--- config.mk ---
export PLATFORM = sky130hd
export DESIGN_NAME = and_gate
export DESIGN_NICKNAME = d
export VERILOG_FILES = /design/src/rtl/and_gate_pkg.sv /design/src/rtl/and_gate.sv
export SDC_FILE = /design/constraint.sdc
export NUM_CORES = 1
export LEC_CHECK = 0
export CORE_MARGIN = 2
export CORE_UTILIZATION = 40
export CTS_BUF_LIST = sky130_fd_sc_hd__clkbuf_4 sky130_fd_sc_hd__clkbuf_8
export CTS_CLUSTER_SIZE = 28
export DETAILED_ROUTE_END_ITERATION = 12
export PLACE_DENSITY = 0.7
export SLEW_MARGIN = 20
export SYNTH_ARGS = -nofsm -noshare
export SYNTH_HDL_FRONTEND = slang
export SYNTH_SLANG_ARGS = --single-unit
export TNS_END_PERCENT = 30
--- constraint.sdc ---
create_clock -name clk -period 2.01 [get_ports clk]
set_input_delay 0.3015 -clock clk [delete_from_list [all_inputs] [get_ports clk]]
set_output_delay 0.3015 -clock clk [all_outputs]
set_load 0.02 [all_outputs]
--- src/rtl/and_gate_pkg.sv ---
// ----------------------------------------------------------------------------
// and_gate_pkg
// Purpose : default geometry for the and_gate primitive. The block keeps
//           WIDTH and CNT_W as its own parameters; these are only the values
//           used when an instance does not override them.
// ----------------------------------------------------------------------------
package and_gate_pkg;

    localparam int DEF_WIDTH = 1;
    localparam int DEF_CNT_W = 8;

endpackage : and_gate_pkg

--- src/rtl/and_gate.sv ---
// ----------------------------------------------------------------------------
// and_gate
// Purpose : bitwise AND of two operand vectors. It has a zero-latency
//           combinational result, a registered and valid-qualified copy of
//           that result, and a saturating count of accepted all-ones results.
//
// Ports
//   clk        in   1      rising-edge clock for the registered outputs
//   rst        in   1      synchronous, active-high reset
//   A          in   WIDTH  operand A
//   B          in   WIDTH  operand B
//   in_valid   in   1      qualifies A/B for the registered path
//   C          out  WIDTH  combinational A & B (never reset)
//   all_ones   out  1      combinational reduction-AND of C
//   C_q        out  WIDTH  registered result
//   out_valid  out  1      one-cycle pulse: C_q holds a freshly accepted result
//   match_cnt  out  CNT_W  saturating count of accepted all-ones results
// ----------------------------------------------------------------------------
module and_gate
    import and_gate_pkg::*;
#(
    parameter int WIDTH = DEF_WIDTH,
    parameter int CNT_W = DEF_CNT_W
) (
    input  logic             clk,
    input  logic             rst,
    input  logic [WIDTH-1:0] A,
    input  logic [WIDTH-1:0] B,
    input  logic             in_valid,
    output logic [WIDTH-1:0] C,
    output logic             all_ones,
    output logic [WIDTH-1:0] C_q,
    output logic             out_valid,
    output logic [CNT_W-1:0] match_cnt
);

    localparam logic [CNT_W-1:0] CNT_MAX = {CNT_W{1'b1}};

    // Increment that sticks at the maximum code instead of wrapping to zero.
    function automatic logic [CNT_W-1:0] sat_inc(input logic [CNT_W-1:0] value);
        if (value == CNT_MAX) begin
            return value;
        end else begin
            return value + CNT_W'(1'b1);
        end
    endfunction

    logic [WIDTH-1:0] c_s;
    logic             all_ones_s;

    logic [WIDTH-1:0] c_q_r;
    logic             out_valid_r;
    logic [CNT_W-1:0] match_cnt_r;

    logic [WIDTH-1:0] c_q_nxt_s;
    logic             out_valid_nxt_s;
    logic [CNT_W-1:0] match_cnt_nxt_s;

    // The gate itself: no clock or reset involvement, valid even during reset.
    assign c_s        = A & B;
    assign all_ones_s = &c_s;

    assign C         = c_s;
    assign all_ones  = all_ones_s;
    assign C_q       = c_q_r;
    assign out_valid = out_valid_r;
    assign match_cnt = match_cnt_r;

    // Next-state for the registered path: capture on in_valid, otherwise hold
    // the data and drop the valid pulse.
    always_comb begin
        c_q_nxt_s       = c_q_r;
        out_valid_nxt_s = 1'b0;
        match_cnt_nxt_s = match_cnt_r;
        if (in_valid) begin
            c_q_nxt_s       = c_s;
            out_valid_nxt_s = 1'b1;
            if (all_ones_s) begin
                match_cnt_nxt_s = sat_inc(match_cnt_r);
            end else begin
                match_cnt_nxt_s = match_cnt_r;
            end
        end else begin
            c_q_nxt_s       = c_q_r;
            out_valid_nxt_s = 1'b0;
            match_cnt_nxt_s = match_cnt_r;
        end
    end

    // Registered path; reset takes priority over a simultaneous capture.
    always_ff @(posedge clk) begin
        if (rst) begin
            c_q_r       <= {WIDTH{1'b0}};
            out_valid_r <= 1'b0;
            match_cnt_r <= {CNT_W{1'b0}};
        end else begin
            c_q_r       <= c_q_nxt_s;
            out_valid_r <= out_valid_nxt_s;
            match_cnt_r <= match_cnt_nxt_s;
        end
    end

endmodule : and_gate

==> results of run 1 <==
## cell families after synthesis
logic type | count (synthesis) | share of synthesized area
multiplexers | 2 | 0.04629
AND/OR/NAND/NOR | 27 | 0.3033
AO/OA/AOI/OAI | 13 | 0.1898
adder cells (fa/ha/maj) | 1 | 0.02314
flip-flops | 10 | 0.3704
buffers and inverters | 5 | 0.06714
## worst min-delay path by stage
stage	endpoint	slack [ns]	start
3_5_place_dp	C_q$_SDFFE_PP0P_	0.47	C_q$_SDFFE_PP0P_
3_3_place_gp	C_q$_SDFFE_PP0P_	0.46	C_q$_SDFFE_PP0P_
5_1_grt	C_q$_SDFFE_PP0P_	0.50	C_q$_SDFFE_PP0P_
4_1_cts	C_q$_SDFFE_PP0P_	0.48	C_q$_SDFFE_PP0P_
6_report	C_q$_SDFFE_PP0P_	0.47	C_q$_SDFFE_PP0P_
2_1_floorplan	out_valid$_SDFF_PP0_	0.43	in_valid
## stage by stage
stage,hold WS (ns),std cells,utilization,area (um^2),worst slack (ns)
global placement,0.4623,89,0.5550,713.2,0.2069
detailed placement,0.4652,89,0.5550,713.2,0.1687
floorplan,0.4297,58,-,540.5,0.6283
global route,0.5043,93,0.5833,749.5,0.1226
finish,0.4728,93,0.5833,749.5,0.1812
CTS,0.4764,93,0.5833,749.5,0.1679
## power breakdown
part	switching (mW)	leakage (nW)	total, mW	internal, mW
combinational	0.0214	0.146	0.0480	0.0265
sequential	0.00302	0.0810	0.204	0.201
clock	0.0735	0.0210	0.183	0.110
## final cells by class
cell class / count / area [um^2] / share of cell area
Clock buffer: 4 / 36.28 / 0.04841
Timing Repair Buffer: 19 / 182.7 / 0.2437
Inverter: 2 / 7.507 / 0.01002
Sequential cell: 10 / 200.2 / 0.2671
Multi-Input combinational cell: 43 / 304.0 / 0.4057
Tap cell: 15 / 18.77 / 0.02504
## layer usage
metal  wire, um  share of wire  GRT usage  up-vias
met2        528           0.45     0.2698       24
met3         96          0.081    0.05435        2
met4          7         0.0059    0.07500        0
met5          0              0          0        -
met1        546           0.46     0.2582      234
li1           -              -          -      266
## worst max-delay path: cells and delay by family
family	cells	cell delay (ns)
buffers and inverters	2	1.07
and+or+nand+nor	1	0.15
## placed cells by master, fill, tap and decap left out, types with 3 or more instances in the layout
| cell | n |
|---|---|
| clkdlybuf4s50_1 | 16 |
| dfxtp_1 | 10 |
| buf_4 | 3 |
| nand2_1 | 3 |
| clkbuf_4 | 3 |
| a21oi_1 | 3 |
| nand2b_1 | 3 |
| nor3_1 | 5 |
## registers in the layout, indices dropped and copies added, names as in the netlist
| register | flops |
|---|---|
| match_cnt | 8 |
| C_q | 1 |
| out_valid | 1 |
==> results.json, run 1 <==
{
  "status": "finished clean",
  "rrSetupSlack_ns": 0.59,
  "worstRegToRegCells": 4,
  "yosys_warnings": 0,
  "nets": 85,
  "drtIter0Drc": 8,
  "cts_resized": 0,
  "die_x_um": 40.76,
  "cp_slowest_cell": "clkdlybuf4s50_1",
  "grt.overflow.total": 0,
  "synth_most_common_cell": "dfxtp_1",
  "crit_path_end": "C",
  "cts_sinks": 10,
  "antenna_cells": 0,
  "finalCriticalPeriod_ns": 1.829,
  "cts_tree": "built",
  "finalSetupViolCount": 0,
  "grt_first_pass_wirelength_um": 2049,
  "clk_latency_ns": 0.27,
  "worstMarginPinSlew_ns": 0.4020,
  "maxCapViolCount": 0,
  "dp_hpwl_um": 874.8,
  "clock_path_buffers": 2,
  "port_buffers": 16,
  "leakage_nw": 0.2478,
  "numCtsBuffers": 3,
  "area_growth_pct": 38.66,
  "ys_async_sr_fraction": 0,
  "fmax_ghz": 0.5468,
  "io-pin-count": 17,
  "rsz0062_at_grt": "no",
  "power.density_nw_per_um2": 581.4,
  "cp.required_ns": 1.71,
  "critPathMostFrequentCell": "clkdlybuf4s50_1",
  "fp.coreArea_um2": 1285,
  "drive_gt1_frac": 0.1538,
  "first_global_vias": 469,
  "fillers": 134,
  "die_y_um": 40.76,
  "post_cts_buffers": 0,
  "skew_ns": 0.001161,
  "yosysSeqAreaShare": 0.3704,
  "grtUsageTotal": 0.1874,
  "antenna_found_initial": 0,
  "cp-start-kind": "input pin",
  "path_max_fanout": 2,
  "synthTopCellsByArea": "dfxtp_1, nor3_1, nand2b_1, a311oi_1, and4_1",
  "vias": 526,
  "first_pass_iters": 4,
  "worstSetupPathType": "in2out",
  "gp_congestion": 0.7470,
  "start_util": 0.4206,
  "via_per_inst": 5.656,
  "grt_max_degree": 12,
  "rr_endpoint": "match_cnt[6]$_SDFFE_PP0P_",
  "yosysTopAreaCellShare": 0.3704,
  "synth_area_per_cell_um2": 9.319,
  "yosys.area.top_type": "dfxtp_1",
  "path_clk_slew_ns": 0.07,
  "r2r_start": "match_cnt[0]$_SDFFE_PP0P_",
  "hold_path.class": "reg2reg",
  "hold_depth": 2,
  "synth-edff-count": 0,
  "synthCells": 58,
  "crit_path_max_incr_delay_ns": 0.60,
  "wl_per_cell_um": 12.67,
  "synthesis.nets": 64,
  "startpoint": "B",
  "tns_ns": 0,
  "antenna_violating_nets_post_route": 0,
  "clockRootBuffer": "clkbuf_4",
  "die_area_um2": 1661,
  "period_share": 0.9099,
  "hold_viol_final": 0,
  "cts_hold_buf": 0,
  "drc": 0,
  "std_cell_rows": 13,
  "synth_ff_type": "dfxtp_1",
  "arrival_ns": 1.53,
  "worst_ir_drop_vdd_mv": 0.3423,
  "cp-end-kind": "output port",
  "synth_area_um2": 540.5,
  "yosysUniqueCellTypes": 30,
  "worstPathCellList": "clkdlybuf4s50_1 -> and2_1 -> clkdlybuf4s50_1",
  "ys_top_cells_by_count": "dfxtp_1, nor3_1, a21oi_1, nand2_1, nand2b_1",
  "relSlewSlack": 0.7251,
  "power.total_uw": 435.7,
  "drv_slew": 0,
  "routed_wl_um": 1178,
  "ys_seq_elements": 10,
  "h-tree-depth": 1
}
Note: power is estimated with default switching activity, not from simulation.
==> run 2: changes to the inputs <==
Settings changed: CORE_UTILIZATION 40 to 30, GPL_ROUTABILITY_DRIVEN from default to 1, PLACE_DENSITY 0.7 to default.
==> results.json, run 2 (synthesis gave the netlist of run 1 again) <==
{
  "worst_ir_drop_vdd_mv": 0.3009,
  "largest_register_ffs": 8,
  "area_growth_pct": 40.97,
  "route.met2.wl_um": 564,
  "post_cts_buffers": 0,
  "layout_common_cells": "clkdlybuf4s50_1, dfxtp_1, nor3_1",
  "cp_top_family": "buffers and inverters",
  "critPathBufInv": 2,
  "path_depth": 3,
  "antenna_cells": 0,
  "drv_slew": 0,
  "cp.required_ns": 1.71,
  "worstSetupPathType": "in2out",
  "drive_gt1_frac": 0.1538,
  "h-tree-depth": 1,
  "drtIter0Drc": 11,
  "startpoint": "A",
  "wl_per_cell_um": 12.06,
  "drc": 0,
  "arrival_ns": 1.52,
  "setup_ws_ns": 0.1909,
  "fmax_ghz": 0.5497,
  "clock_path_buffers": 2,
  "die_area_um2": 2157,
  "clk_latency_ns": 0.28,
  "grt_max_degree": 10,
  "clockRootBuffer": "clkbuf_4",
  "tns_ns": 0,
  "port_buffers": 16,
  "die_y_um": 46.45,
  "leakage_nw": 0.2478,
  "worstRegToRegCells": 4,
  "numCtsBuffers": 3,
  "p_int_uw": 338.0,
  "std_cell_rows": 15,
  "top_layer": "met4",
  "pwr-share-comb": 0.108,
  "rr_endpoint": "match_cnt[4]$_SDFFE_PP0P_",
  "period_share": 0.9050,
  "io-pin-count": 17,
  "worstPathCellList": "clkdlybuf4s50_1 -> and2_1 -> clkdlybuf4s50_1",
  "grt.overflow.total": 0,
  "final_common_cell": "clkdlybuf4s50_1",
  "status": "finished clean",
  "fp.coreArea_um2": 1708,
  "power.total_uw": 444.5,
  "r2r_start": "match_cnt[0]$_SDFFE_PP0P_",
  "cp-start-kind": "input pin",
  "skew_ns": 0.001066,
  "cp_slowest_cell": "clkdlybuf4s50_1",
  "hold_viol_final": 0,
  "grtUsageTotal": 0.1383,
  "vias": 531,
  "clkPwrFrac": 0.433,
  "cts_hold_buf": 0,
  "first_global_vias": 442,
  "power_frac_seq": 0.459,
  "critPathMostFrequentCell": "clkdlybuf4s50_1",
  "via_per_inst": 5.155,
  "nets": 85,
  "path_max_fanout": 2,
  "relSlewSlack": 0.7484,
  "cts_tree": "built",
  "rrSetupSlack_ns": 0.60,
  "final_cell_area_um2": 762.0,
  "die_x_um": 46.45,
  "first_pass_iters": 4,
  "cts_sinks": 10,
  "start_util": 0.3165,
  "hold_path.class": "reg2reg",
  "finalSetupViolCount": 0,
  "power.density_nw_per_um2": 583.4,
  "crit_path_max_incr_delay_ns": 0.61,
  "switching_share": 0.2397,
  "path_clk_slew_ns": 0.07,
  "worstMarginPinSlew_ns": 0.3679,
  "preCtsSetupSlack_ns": 0.1807,
  "wl_met1_um": 551,
  "crit_path_end": "all_ones",
  "antenna_found_initial": 0,
  "finalCriticalPeriod_ns": 1.819,
  "p_sw_uw": 106.5,
  "rsz0062_at_grt": "no",
  "grt_first_pass_wirelength_um": 2007,
  "routed_wl_um": 1242,
  "routed-wl-met3_um": 89,
  "dp_hpwl_um": 904.4,
  "antenna_violating_nets_post_route": 0,
  "dpl_cell_area_um2": 725.7,
  "cts_resized": 0,
  "gp_congestion": 0.6861,
  "fin_hold_ws_ns": 0.4813,
  "cp-end-kind": "output port",
  "maxCapViolCount": 0,
  "fillers": 174
}
## run 2: cell counts in the layout (fill, tap and decap cells not counted)
No cell type changed its count.
## run 2: final cells by class
type / instances / area (um^2) / share of cell area
flip-flops and latches: 10 / 200.2 / 0.2627
well taps: 25 / 31.28 / 0.04105
clock buffers: 4 / 36.28 / 0.04762
multi-input cells: 43 / 304.0 / 0.3990
inverters: 2 / 7.507 / 0.009852
repair buffers: 19 / 182.7 / 0.2397
## run 2: worst min-delay path, cell delays in order (launching register included)
cell      delay, ns
dfxtp_1        0.32
nand2b_1       0.06
a21oi_1        0.06
## run 2: worst min path at each step
stage	from	endpoint	slack, ns	cells past startpoint
final	C_q$_SDFFE_PP0P_	C_q$_SDFFE_PP0P_	0.48	2
after global routing	C_q$_SDFFE_PP0P_	C_q$_SDFFE_PP0P_	0.51	2
after CTS	C_q$_SDFFE_PP0P_	C_q$_SDFFE_PP0P_	0.49	2
after detailed placement	C_q$_SDFFE_PP0P_	C_q$_SDFFE_PP0P_	0.48	2
after global placement	C_q$_SDFFE_PP0P_	C_q$_SDFFE_PP0P_	0.46	2
after floorplan	in_valid	out_valid$_SDFF_PP0_	0.43	1
## run 2: metal layers
layer,track usage,vias to the layer above
met5,0,-
met3,0.05098,5
li1,-,263
met1,0.1737,241
met4,0.1029,0
met2,0.1889,22
## run 2: power groups by stage
stage	combinational [mW]	sequential [mW]	clock, mW
final	0.0482	0.204	0.192
after global placement	0.0478	0.209	0
after global routing	0.0519	0.205	0.206
after floorplan	0.0197	0.212	0
after CTS	0.0488	0.204	0.199
after detailed placement	0.0487	0.209	0
## run 2: stage by stage
stage,cells,utilization
finish,103,0.4462
global route,103,0.4462
CTS,103,0.4462
detailed placement,99,0.4249
global placement,99,0.4249
floorplan,58,-
==> run 3: changes to the inputs <==
Settings changed: CORE_AREA from default to 2 2 39 41, CORE_MARGIN 2 to default, CORE_UTILIZATION 30 to default, DIE_AREA from default to 0 0 41 43, PLACE_DENSITY from default to 0.71.
==> results.json, run 3 (synthesis gave the netlist of run 1 again) <==
{
  "status": "finished clean",
  "top_layer": "met4",
  "cp_top_family": "buffers and inverters",
  "area_growth_pct": 36.34,
  "cts_tree": "built",
  "final_common_cell": "clkdlybuf4s50_1",
  "skew_ns": 0.0002133,
  "grt.overflow.total": 0,
  "period_share": 0.9043,
  "antenna_cells": 0,
  "dpl.cell_count": 90,
  "drc": 0,
  "clockRootBuffer": "clkbuf_4",
  "worst_ir_drop_vdd_mv": 0.2506,
  "drv_slew": 0,
  "finalNonFillerCells": 93,
  "routed-wl-met3_um": 85,
  "drive_gt1_frac": 0.1429,
  "routed_wl_um": 1150,
  "leakage_nw": 0.2406,
  "finalCriticalPeriod_ns": 1.818,
  "cts_sinks": 10,
  "die_area_um2": 1763,
  "via_per_inst": 5.935,
  "cts_resized": 0,
  "fp.coreArea_um2": 1384,
  "arrival_ns": 1.52,
  "start_util": 0.3906,
  "port_buffers": 16,
  "hold_path.class": "reg2reg",
  "gp_congestion": 0.7484,
  "grt_max_degree": 12,
  "finalSetupViolCount": 0,
  "die_x_um": 41,
  "route.met2.wl_um": 542,
  "critPathMostFrequentCell": "clkdlybuf4s50_1",
  "io-pin-count": 17,
  "worstSetupPathType": "in2out",
  "hold_viol_final": 0,
  "cp-end-kind": "output port",
  "antenna_violating_nets_post_route": 0,
  "power.total_uw": 387.0,
  "grt_first_pass_wirelength_um": 1856,
  "path_clk_slew_ns": 0.06,
  "worstMarginPinSlew_ns": 0.3902,
  "antenna_found_initial": 0,
  "tns_ns": 0,
  "maxCapViolCount": 0,
  "std_cell_rows": 14,
  "dpl_cell_area_um2": 714.4,
  "cts_hold_buf": 0,
  "die_y_um": 43,
  "final_cell_area_um2": 737.0,
  "clk_latency_ns": 0.26,
  "grtUsageTotal": 0.1529,
  "cp.required_ns": 1.71,
  "cp-start-kind": "input pin",
  "path_max_fanout": 2,
  "fin_hold_ws_ns": 0.4719,
  "drtIter0Drc": 19,
  "critPathBufInv": 2,
  "crit_path_max_incr_delay_ns": 0.60,
  "layout_common_cells": "clkdlybuf4s50_1, dfxtp_1, nor3_1",
  "nets": 85,
  "clock_path_buffers": 2,
  "relSlewSlack": 0.7331,
  "worstPathCellList": "clkdlybuf4s50_1 -> and2_1 -> clkdlybuf4s50_1",
  "dp_hpwl_um": 848.6,
  "post_cts_buffers": 0,
  "wl_per_cell_um": 12.37,
  "setup_ws_ns": 0.1923,
  "numCtsBuffers": 3,
  "cp_slowest_cell": "clkdlybuf4s50_1",
  "first_pass_iters": 4,
  "preCtsSetupSlack_ns": 0.1932,
  "rsz0062_at_grt": "no",
  "vias": 552,
  "wl_met1_um": 506,
  "fmax_ghz": 0.5501,
  "fin_util": 0.5326,
  "power.density_nw_per_um2": 525.2,
  "h-tree-depth": 1,
  "largest_register_ffs": 8,
  "first_global_vias": 459
}
## run 3: worst paths after layout
check	to	slack (ns)	cells after the start	startpoint
worst max-delay path	C	0.19	3	A
worst min-delay path	C_q$_SDFFE_PP0P_	0.47	2	C_q$_SDFFE_PP0P_
worst max register to register	match_cnt[4]$_SDFFE_PP0P_	0.58	4	match_cnt[0]$_SDFFE_PP0P_
worst min register to register	C_q$_SDFFE_PP0P_	0.47	2	C_q$_SDFFE_PP0P_
## run 3: report_power, final
| part | internal [mW] | switching, mW |
|---|---|---|
| sequential | 0.201 | 0.00289 |
| clock | 0.0691 | 0.0663 |
| combinational | 0.0265 | 0.0209 |
## run 3: worst register-to-register path, cell delays in order, from the launching register on
cell and delay [ns]:
dfxtp_1 0.43, ha_1 0.32, and4_1 0.29, a31oi_1 0.10, a211oi_1 0.21
## run 3: final cells by class
type,instances,area (um^2)
clock buffers,3,22.52
inverters,2,7.507
flip-flops and latches,10,200.2
well taps,16,20.02
multi-input cells,43,304.0
repair buffers,19,182.7
fillers,141,646.9
## run 3: layer usage
layer,vias up,GRT usage
li1,266,-
met1,255,0.1877
met2,29,0.2250
met3,2,0.04712
met4,0,0.08667
met5,-,0
